## config.mk

```make
export PLATFORM = sky130hd
export DESIGN_NAME = pe_seq_ctrl_flat
export DESIGN_NICKNAME = d
export VERILOG_FILES = /design/src/rtl/pe_pkg.sv /design/src/rtl/pe_seq_ctrl_if.sv /design/src/rtl/pe_pix_cnt.sv /design/src/rtl/pe_seq_ctrl.sv /design/src/flat_wrapper.sv
export SDC_FILE = /design/constraint.sdc
export NUM_CORES = 1
export LEC_CHECK = 0
export ABC_CLOCK_PERIOD_IN_PS = 1550
export BUFFER_PORTS_ARGS = -buffer_cell sky130_fd_sc_hd__buf_2
export CAP_MARGIN = 20
export CORE_ASPECT_RATIO = 1.5
export CORE_MARGIN = 2
export CORE_UTILIZATION = 45
export CTS_BUF_LIST = sky130_fd_sc_hd__clkbuf_8
export CTS_CLUSTER_DIAMETER = 60
export CTS_CLUSTER_SIZE = 24
export DETAILED_ROUTE_END_ITERATION = 6
export PLACE_DENSITY = 0.83
export SLEW_MARGIN = 20
export SYNTH_ARGS = -nofsm -noshare
export SYNTH_HDL_FRONTEND = slang
export SYNTH_SLANG_ARGS = --single-unit
```

## constraint.sdc

```tcl
create_clock -name clk -period 1.55 [get_ports clk]
set_input_delay 0.2325 -clock clk [delete_from_list [all_inputs] [get_ports clk]]
set_output_delay 0.2325 -clock clk [all_outputs]
set_load 0.01 [all_outputs]
```

## src/rtl/pe_pkg.sv

```systemverilog
// pe_pkg: shared types and constants for the PE sequencer.
// Holds the FSM state enum, kernel tap count and counter widths.
package pe_pkg;

  typedef enum logic [2:0] {
    IDLE,
    LOADW,
    CTRL,
    RUN,
    DONE
  } state_t;

  // 3x3 kernel: nine weight beats per frame
  localparam int KTAPS  = 9;
  localparam int TAP_W  = 4;
  localparam int STAT_W = 16;

  // Row/col counter width; a 1-line frame still needs one bit
  function automatic int cnt_w(input int n);
    return (n > 1) ? $clog2(n) : 1;
  endfunction

endpackage

```

## src/rtl/pe_seq_ctrl_if.sv

```systemverilog
// pe_seq_ctrl_if: weight and pixel valid/ready handshakes.
// master drives valid/data (upstream), slave drives ready (sequencer).
interface pe_seq_ctrl_if #(
  parameter int CL_IN = 4,
  parameter int M     = 4
) ();

  logic                 wt_valid;
  logic [CL_IN*M-1:0]   wt_data;
  logic                 wt_ready;
  logic                 px_valid;
  logic                 px_ready;

  modport master (
    output wt_valid, wt_data, px_valid,
    input  wt_ready, px_ready
  );

  modport slave (
    input  wt_valid, wt_data, px_valid,
    output wt_ready, px_ready
  );

endinterface

```

## src/rtl/pe_pix_cnt.sv

```systemverilog
// pe_pix_cnt: raster row/col counter for a LINES x LINES frame.
// Ports: clk, rst (async low), enable, clear (wins), row, col, last.
module pe_pix_cnt
  import pe_pkg::*;
#(
  parameter  int LINES = 16,
  localparam int CW    = cnt_w(LINES)
) (
  input  logic          clk,
  input  logic          rst,
  input  logic          enable,
  input  logic          clear,
  output logic [CW-1:0] row,
  output logic [CW-1:0] col,
  output logic          last
);

  localparam logic [CW-1:0] MAXP = CW'(LINES - 1);

  assign last = (row == MAXP) && (col == MAXP);

  always_ff @(posedge clk or negedge rst) begin
    if (!rst) begin
      row <= '0;
      col <= '0;
    end else if (clear) begin
      row <= '0;
      col <= '0;
    end else if (enable) begin
      if (col == MAXP) begin
        col <= '0;
        row <= (row == MAXP) ? '0 : row + CW'(1);
      end else begin
        col <= col + CW'(1);
      end
    end
  end

endmodule

```

## src/rtl/pe_seq_ctrl.sv

```systemverilog
// pe_seq_ctrl: frame sequencer - load 9 weight taps, issue PE control,
// then stream LINES x LINES pixels.
// Ports: clk, rst (async low); start/abort + cfg_* frame request;
// bus (slave): wt_valid/wt_data/wt_ready, px_valid/px_ready;
// pe_w_in/pe_w_conf/pe_cntl_conf/pe_d_ch/pe_bp_ch/pe_bp_src to PE;
// row/col pixel position; busy/done/err status.
// Macro PE_SEQ_CTRL_STATS_EN adds frame_cnt and stall_cnt outputs.
module pe_seq_ctrl
  import pe_pkg::*;
#(
  parameter  int LINES = 16,
  parameter  int CL_IN = 4,
  parameter  int CL1   = 2,
  parameter  int M     = 4,
  localparam int CW    = cnt_w(LINES)
) (
  input  logic               clk,
  input  logic               rst,
  input  logic               start,
  input  logic [CL_IN-1:0]   cfg_d_ch,
  input  logic [CL_IN-1:0]   cfg_bp_ch,
  input  logic [CL1-1:0]     cfg_bp_src,
  input  logic               abort,
  pe_seq_ctrl_if.slave       bus,
  output logic [CL_IN*M-1:0] pe_w_in,
  output logic               pe_w_conf,
  output logic               pe_cntl_conf,
  output logic [CL_IN-1:0]   pe_d_ch,
  output logic [CL_IN-1:0]   pe_bp_ch,
  output logic [CL1-1:0]     pe_bp_src,
  output logic [CW-1:0]      row,
  output logic [CW-1:0]      col,
  output logic               busy,
  output logic               done,
  output logic               err
`ifdef PE_SEQ_CTRL_STATS_EN
  ,
  output logic [STAT_W-1:0]  frame_cnt,
  output logic [STAT_W-1:0]  stall_cnt
`endif
);

  state_t             state;
  logic [TAP_W-1:0]   tap;
  logic [CL_IN-1:0]   d_ch_q;
  logic [CL_IN-1:0]   bp_ch_q;
  logic [CL1-1:0]     bp_src_q;
  logic               px_acc;
  logic               last;
  logic               pix_clr;

  assign bus.wt_ready = (state == LOADW);
  assign bus.px_ready = (state == RUN);
  assign pe_w_conf    = bus.wt_valid & bus.wt_ready;
  assign pe_w_in      = bus.wt_data;
  assign pe_cntl_conf = (state == CTRL);
  assign busy         = (state != IDLE);
  assign done         = (state == DONE);
  assign px_acc       = bus.px_valid & bus.px_ready;
  // Counters restart from 0 on every RUN entry and on abort
  assign pix_clr      = (state != RUN) | abort;

  pe_pix_cnt #(.LINES(LINES)) u_pix (
    .clk    (clk),
    .rst    (rst),
    .enable (px_acc),
    .clear  (pix_clr),
    .row    (row),
    .col    (col),
    .last   (last)
  );

  always_ff @(posedge clk or negedge rst) begin
    if (!rst) begin
      state     <= IDLE;
      tap       <= '0;
      d_ch_q    <= '0;
      bp_ch_q   <= '0;
      bp_src_q  <= '0;
      pe_d_ch   <= '0;
      pe_bp_ch  <= '0;
      pe_bp_src <= '0;
      err       <= 1'b0;
    end else begin
      err <= 1'b0;
      if (abort && state != IDLE) begin
        state <= IDLE;
        tap   <= '0;
      end else begin
        unique case (state)
          IDLE: begin
            if (start && !abort) begin
              if (cfg_d_ch != '0) begin
                d_ch_q   <= cfg_d_ch;
                bp_ch_q  <= cfg_bp_ch;
                bp_src_q <= cfg_bp_src;
                tap      <= '0;
                state    <= LOADW;
              end else begin
                err <= 1'b1;
              end
            end
          end
          LOADW: begin
            if (pe_w_conf) begin
              if (tap == TAP_W'(KTAPS - 1)) begin
                tap   <= '0;
                state <= CTRL;
                // Present masks together with the CTRL strobe
                pe_d_ch   <= d_ch_q;
                pe_bp_ch  <= bp_ch_q;
                pe_bp_src <= bp_src_q;
              end else begin
                tap <= tap + TAP_W'(1);
              end
            end
          end
          CTRL: state <= RUN;
          RUN: begin
            if (px_acc && last)
              state <= DONE;
          end
          DONE:    state <= IDLE;
          default: state <= IDLE;
        endcase
      end
    end
  end

`ifdef PE_SEQ_CTRL_STATS_EN
  always_ff @(posedge clk or negedge rst) begin
    if (!rst) begin
      frame_cnt <= '0;
      stall_cnt <= '0;
    end else begin
      if (done)
        frame_cnt <= frame_cnt + STAT_W'(1);
      if (state == CTRL)
        stall_cnt <= '0;
      else if (state == RUN && !bus.px_valid
               && stall_cnt != '1)
        stall_cnt <= stall_cnt + STAT_W'(1);
    end
  end
`endif

endmodule

```

## src/flat_wrapper.sv

```systemverilog
// flat-port wrapper written by rule: the top's interface ports become plain ports
module pe_seq_ctrl_flat import pe_pkg::*;
#(
  parameter  int LINES = 16,
  parameter  int CL_IN = 4,
  parameter  int CL1   = 2,
  parameter  int M     = 4,
  localparam int CW    = cnt_w(LINES)
)
  (clk, rst, start, cfg_d_ch, cfg_bp_ch, cfg_bp_src, abort, pe_w_in, pe_w_conf, pe_cntl_conf, pe_d_ch, pe_bp_ch, pe_bp_src, row, col, busy, done, err, bus_wt_valid, bus_wt_data, bus_px_valid, bus_wt_ready, bus_px_ready);
  pe_seq_ctrl_if #(.CL_IN(CL_IN), .M(M)) bus_i ();
  input  logic clk;
  input  logic rst;
  input  logic start;
  input  logic [CL_IN-1:0] cfg_d_ch;
  input  logic [CL_IN-1:0] cfg_bp_ch;
  input  logic [CL1-1:0] cfg_bp_src;
  input  logic abort;
  output logic [CL_IN*M-1:0] pe_w_in;
  output logic pe_w_conf;
  output logic pe_cntl_conf;
  output logic [CL_IN-1:0] pe_d_ch;
  output logic [CL_IN-1:0] pe_bp_ch;
  output logic [CL1-1:0] pe_bp_src;
  output logic [CW-1:0] row;
  output logic [CW-1:0] col;
  output logic busy;
  output logic done;
  output logic err;
  input wire logic [$bits(bus_i.wt_valid)-1:0] bus_wt_valid;
  input wire logic [$bits(bus_i.wt_data)-1:0] bus_wt_data;
  input wire logic [$bits(bus_i.px_valid)-1:0] bus_px_valid;
  output wire logic [$bits(bus_i.wt_ready)-1:0] bus_wt_ready;
  output wire logic [$bits(bus_i.px_ready)-1:0] bus_px_ready;
  assign bus_i.wt_valid = bus_wt_valid;
  assign bus_i.wt_data = bus_wt_data;
  assign bus_i.px_valid = bus_px_valid;
  assign bus_wt_ready = bus_i.wt_ready;
  assign bus_px_ready = bus_i.px_ready;
  pe_seq_ctrl #(.LINES(LINES), .CL_IN(CL_IN), .CL1(CL1), .M(M)) u_core (.clk(clk), .rst(rst), .start(start), .cfg_d_ch(cfg_d_ch), .cfg_bp_ch(cfg_bp_ch), .cfg_bp_src(cfg_bp_src), .abort(abort), .bus(bus_i), .pe_w_in(pe_w_in), .pe_w_conf(pe_w_conf), .pe_cntl_conf(pe_cntl_conf), .pe_d_ch(pe_d_ch), .pe_bp_ch(pe_bp_ch), .pe_bp_src(pe_bp_src), .row(row), .col(col), .busy(busy), .done(done), .err(err));
endmodule
```

Word-level counts from Yosys, hierarchy flattened

Index checks and enable logic that the tools add are counted.

Add/sub/neg operators: 3
Equal/unequal tests: 13
Muxes and demuxes: 24
Bitwise logic cells: 4
Reductions and logical operators: 16

Operators with widths:

| operator              | number |
|---|---|
| $mux W4               | 12 |
| $mux W3               | 6 |
| $add A4 B1 Y4 const B | 3 |
| $eq A4 B4 Y1 const B  | 3 |
| $pmux W3 S4           | 1 |
| $reduce_and A4 Y1     | 3 |
| $ne A3 B3 Y1 const B  | 3 |
| $pmux W4 S2           | 1 |
| $eq A3 B2 Y1 const B  | 2 |
| $ne A3 B1 Y1 const B  | 2 |
| $reduce_bool A3 Y1    | 2 |
| $reduce_and A5 Y1     | 1 |
| $logic_and A1 B1 Y1   | 4 |
| $mux W1               | 4 |
| $reduce_bool A2 Y1    | 2 |
| $reduce_bool A4 Y1    | 1 |
| $eq A3 B1 Y1 const B  | 1 |
| $eq A3 B3 Y1 const B  | 1 |
| $logic_not A3 Y1      | 1 |
| $ne A3 B2 Y1 const B  | 1 |
| $and A1 B1 Y1         | 2 |
| $reduce_and A2 Y1     | 1 |
| $logic_not A1 Y1      | 1 |
| $not A1 Y1            | 1 |
| $or A1 B1 Y1          | 1 |

Bits in registers: 36
Output and inout port bits: 41
Word-level logic and storage cells: 71

Depth between registers and ports, before layout

Depth after elaboration: 6
Mapped depth: 6
Mapped depth without buffers: 6

By module

A second synthesis with hierarchy kept.

Cells, all modules: 164
Area total of the unflattened synthesis: 1,878.1 um^2

By module, submodules not included:

| module      | times used | cells each | area each (um^2) |
|---|---|---|---|
| pe_seq_ctrl | 1          | 117        | 1,433.9 |
| pe_pix_cnt  | 1          | 47         | 444.2 |

Worst setup path before layout

No wires, ideal clock.

Path type: reg-to-reg
Start point: register u_core.state[1]
End point: register u_core.pe_d_ch[0]
Setup time: 128 ps
Arrival: 1,680 ps
Path slack: -258 ps
Cell stages (with the launch flop): 6
Path buffers: 1
Path through: dfrtp_1 -> buf_2 -> nor3b_1 -> and2_1 -> nand3_4 -> mux2_1

RTL lines:

| item                               | RTL line           | text |
|---|---|---|
| start, declared                    | pe_seq_ctrl.sv:43  | `state_t state;` |
| start signal, assigned             | pe_seq_ctrl.sv:75  | `state <= IDLE;` |
| start signal, assigned             | pe_seq_ctrl.sv:87  | `state <= IDLE;` |
| start signal, assigned             | pe_seq_ctrl.sv:98  | `state <= LOADW;` |
| $eq A3 B1 Y1                       | pe_seq_ctrl.sv:52  | `assign bus.wt_ready = (state == LOADW);` |
| via bus_wt_ready                   | flat_wrapper.sv:33 | `output wire logic [$bits(bus_i.wt_ready)-1:0] bus_wt_ready;` |
| $and A1 B1 Y1                      | pe_seq_ctrl.sv:54  | `assign pe_w_conf = bus.wt_valid & bus.wt_ready;` |
| via pe_w_conf                      | flat_wrapper.sv:20 | `output logic pe_w_conf;` |
| $reduce_and A4 Y1 (no source line) | --                 |  |
| end signal, assigned               | pe_seq_ctrl.sv:110 | `pe_d_ch <= d_ch_q;` |
| end, declared                      | pe_seq_ctrl.sv:28  | `output logic [CL_IN-1:0] pe_d_ch,` |

The timed path passes the listed nets, and every way through them passes these cells.
A chain may end at the register's enable or synchronous reset.

Final worst setup path

Start point: register u_core.tap[0]
End point: register u_core.state[0]

Longest elaborated chain between the ends: 3

RTL lines:

| item                               | RTL line           | text |
|---|---|---|
| start, declared                    | pe_seq_ctrl.sv:44  | `logic [TAP_W-1:0] tap;` |
| start signal, assigned             | pe_seq_ctrl.sv:114 | `tap <= tap + TAP_W'(1);` |
| $eq A4 B4 Y1                       | pe_seq_ctrl.sv:106 | `if (tap == TAP_W'(KTAPS - 1)) begin` |
| $ne A3 B3 Y1 (no source line)      | --                 |  |
| $reduce_and A5 Y1 (no source line) | --                 |  |
| end signal, assigned               | pe_seq_ctrl.sv:108 | `state <= CTRL;` |
| end signal, assigned               | pe_seq_ctrl.sv:118 | `CTRL: state <= RUN;` |
| end signal, assigned               | pe_seq_ctrl.sv:121 | `state <= DONE;` |

Every way passes these cells.

==> flow_summary_export.csv <==
group,metric,value,unit
timing,skew,0.00593,ns
power,switching_share,31.8,%
detailed_routing,wirelength,4130,um
synthesis,ys_seq_elements,36,
hold_path,min_from,"cfg_bp_ch[1]",
hold_path,whs_endpoint,"u_core.bp_ch_q[1]$_DFFE_PN0P_",
flow_run,cap_violations,0,
global_routing,grt_start_max_net_pins,20,
final_layout,syn2layout_area_growth,40.1,%
status,violations,"setup timing",
power,p_sw,1.14,mW
timing,rsz0062_at_grt,"true",
worst_setup_path,reg2reg_to,"u_core.state[0]$_DFFE_PN0P_",
synthesis,ys.flop_type,"dfrtp_1",
power,power_density,1380,mW/mm2
global_routing,grt_pass1_vias,1527,
clocking,cts_buffer_depth,2,
worst_setup_path,arrival,1.85,ns
power,leakagePower,1.32,nW
detailed_routing,drcViolationCount,0,
global_routing,grt_pass1_wl,7010,um
floorplanning,die_w,56.3,um
final_layout,drive_gt1_share,59.1,%
detailed_routing,vias,1514,
synthesis,synth-edff-count,0,
timing,final_max_slew_viol_count,0,
synthesis,yosysUniqueCellTypes,42,
timing,worst_hold_slack,0.179,ns
power,internal_power,2.43,mW
worst_setup_path,reg2reg_slack,-0.12,ns
place,dp_hpwl,2860,um
synthesis,syn_avg_cell_area,11.6,um2
power,pwr-share-comb,45.7,%
status,outcome,"complete, but fails checks",
synthesis,yosys_warnings,0,
synthesis,yosys.area.top_type,"dfrtp_1",
power,p_seq_share,35.7,%
worst_setup_path,cp_data_required_time,1.72,ns
synthesis,synth_area_leaders,"dfrtp_1, mux2_2, buf_4, ha_1, a21oi_1",
worst_setup_path,critical_path_class,"register to register",
clocking,cts_tree,"built",
timing,fmax,597,MHz
worst_setup_path,startpoint_type,"register",
synthesis,syn_nets,195,
detailed_routing,drtAntennaViolNets,0,
synthesis,yosysSeqAreaShare,48.7,%
timing,period_needed,1.67,ns
power,p_total,3.57,mW
hold_path,hold_depth,2,
detailed_routing,wl_per_cell,14.9,um
timing,tightestPinTransition,0.519,ns
timing,fin_ws,-0.125,ns
global_routing,overflow,0,
timing,relSlewSlack,65.4,%
synthesis,async_flop_share,100,%
floorplanning,die_y,82.5,um
global_routing,antenna_found_initial,0,
worst_setup_path,cp_max_fo,2,
detailed_routing,first_pass_iters,4,
timing,finalHoldViolCount,0,
clocking,htree_levels,2,
synthesis,synth_area,0.00185,mm2
final_layout,fillers,308,
floorplanning,coreArea,0.00396,mm2
global_routing,grt_usage,19.8,%
final_layout,fin_nets,267,
final_layout,final_core_util,65.4,%
timing,fin_crit_sh,108,%
floorplanning,die-area,0.00465,mm2
worst_setup_path,critPathCaptureType,"register",
hold_path,worstHoldPathType,"primary input to register",
worst_setup_path,crit-reg2reg-launch,"u_core.tap[0]$_DFFE_PN0P_",
floorplanning,start_util,46.7,%
place,post-place-ws,-0.184,ns
place,port-buffer-count,40,
timing,setup_viol,23,
power,worst_ir_drop_vdd,0.00104,V
final_layout,antennaDiodeCount,0,
floorplanning,rows,28,
power,power_frac_clock,18.6,%
worst_setup_path,r2r_cells,6,
synthesis,synth_top_cell_area_share,48.7,%
synthesis,postSynthCellCount,159,
clocking,cts_buffers,5,
timing,setup_tns,-1.02,ns
clocking,clk_pin_slew,0.07,ns
clocking,root_buffer,"clkbuf_8",
floorplanning,io_pins,73,
detailed_routing,drt_iter0_markers,36,
clocking,cts_num_sinks,36,
detailed_routing,viasPerCell,5.47,
place,gp_congestion,0.823,
clocking,clock_latency,0.28,ns
registers in the layout, indices dropped and copies added (netlist names), 3 cells and up:
| register | cells |
|---|---|
| u_core.state | 3 |
| u_core.d_ch_q | 4 |
| u_core.pe_bp_ch | 4 |
| u_core.bp_ch_q | 4 |
| u_core.pe_d_ch | 4 |
| u_core.u_pix.row | 4 |
| u_core.tap | 4 |
| u_core.u_pix.col | 4 |
synth_stat cells (3+ instances only):
cell type and number:
ha_1 4, or4_1 3, mux2_2 17, nand2_1 9
o21ai_0 3, nor2b_1 4, nor2_1 9, inv_1 4
buf_2 3, dfrtp_1 36, nor3b_1 3, xor2_1 3
buf_4 16, a22o_1 4, a21oi_1 7
cells in the final DEF, fill, tap and decap left out, types with 4 or more instances in the layout:
master and count:
buf_2 39, buf_4 33, dfrtp_1 33, mux2_2 14, buf_6 9, nor2_1 7, nand2_1 7, a21oi_1 6
clkbuf_8 6, inv_1 4, a22o_1 4, mux2_4 4
layout make-up:
cell class | count | area, um2 | share of cell area [%]
multi-input combinational | 101 | 950 | 36.7
clock buffer | 6 | 82.6 | 3.19
timing repair buffer | 83 | 574 | 22.2
clock inverter | 2 | 7.51 | 0.290
inverter | 4 | 15.0 | 0.580
sequential | 36 | 905 | 34.9
tap | 45 | 56.3 | 2.17
power groups by stage:
stage / logic (mW) / clock network (mW) / registers [mW]
2_1_floorplan: 0.899 / 0 / 1.24
3_5_place_dp: 1.32 / 0 / 1.27
5_1_grt: 1.76 / 0.726 / 1.30
3_3_place_gp: 1.29 / 0 / 1.26
6_report: 1.63 / 0.664 / 1.27
4_1_cts: 1.50 / 0.683 / 1.27
repair_timing:
item                       CTS  global route
hold endpoints to repair    17             0
setup endpoints to repair   23            33
setup buffers                4             6
cloned                       2             0
hold buffers                 1             0
pin swaps                    6             5
gates resized for setup     19            15
worst max-delay path: stages (launching register included):
cell and delay, ns:
dfrtp_1 0.40, inv_2 0.09, ha_4 0.13, nand2_2 0.06, o211a_1 0.25, nor4b_4 0.31
mux2_4 0.32
kinds of logic after synthesis:
group,synth area share (%)
and+or+nand+nor,16.2
DFF,48.7
AOI/OAI and AO/OA,10.1
buffers and inverters,8.73
muxes,12.0
adders and majority gates,2.71
xor gates and xnor gates,1.42
metrics by stage:
stage | area, um2 | instances
finish | 2590 | 277
global route | 2590 | 277
CTS | 2480 | 272
detailed placement | 2270 | 257
global placement | 2270 | 257
floorplan | 1900 | 159
metal layers:
layer / routed length (um) / vias up / global-route usage, %
met5: 0 / - / 0
li1: - / 708 / -
met1: 1650 / 751 / 22.8
met2: 2200 / 48 / 35.1
met4: 96 / 0 / 10.0
met3: 190 / 7 / 3.89
worst max path at each step:
stage                                               start                           to
final                           u_core.tap[0]$_DFFE_PN0P_  u_core.state[0]$_DFFE_PN0P_
after global routing            u_core.tap[0]$_DFFE_PN0P_  u_core.state[0]$_DFFE_PN0P_
after CTS                     u_core.state[0]$_DFFE_PN0P_  u_core.state[0]$_DFFE_PN0P_
after detailed placement                      cfg_d_ch[1]    u_core.tap[0]$_DFFE_PN0P_
after global placement                        cfg_d_ch[1]    u_core.tap[0]$_DFFE_PN0P_
after floorplan           u_core.u_pix.col[0]$_DFFE_PN0P_  u_core.state[0]$_DFFE_PN0P_
Power figures use the tool's default switching activity.
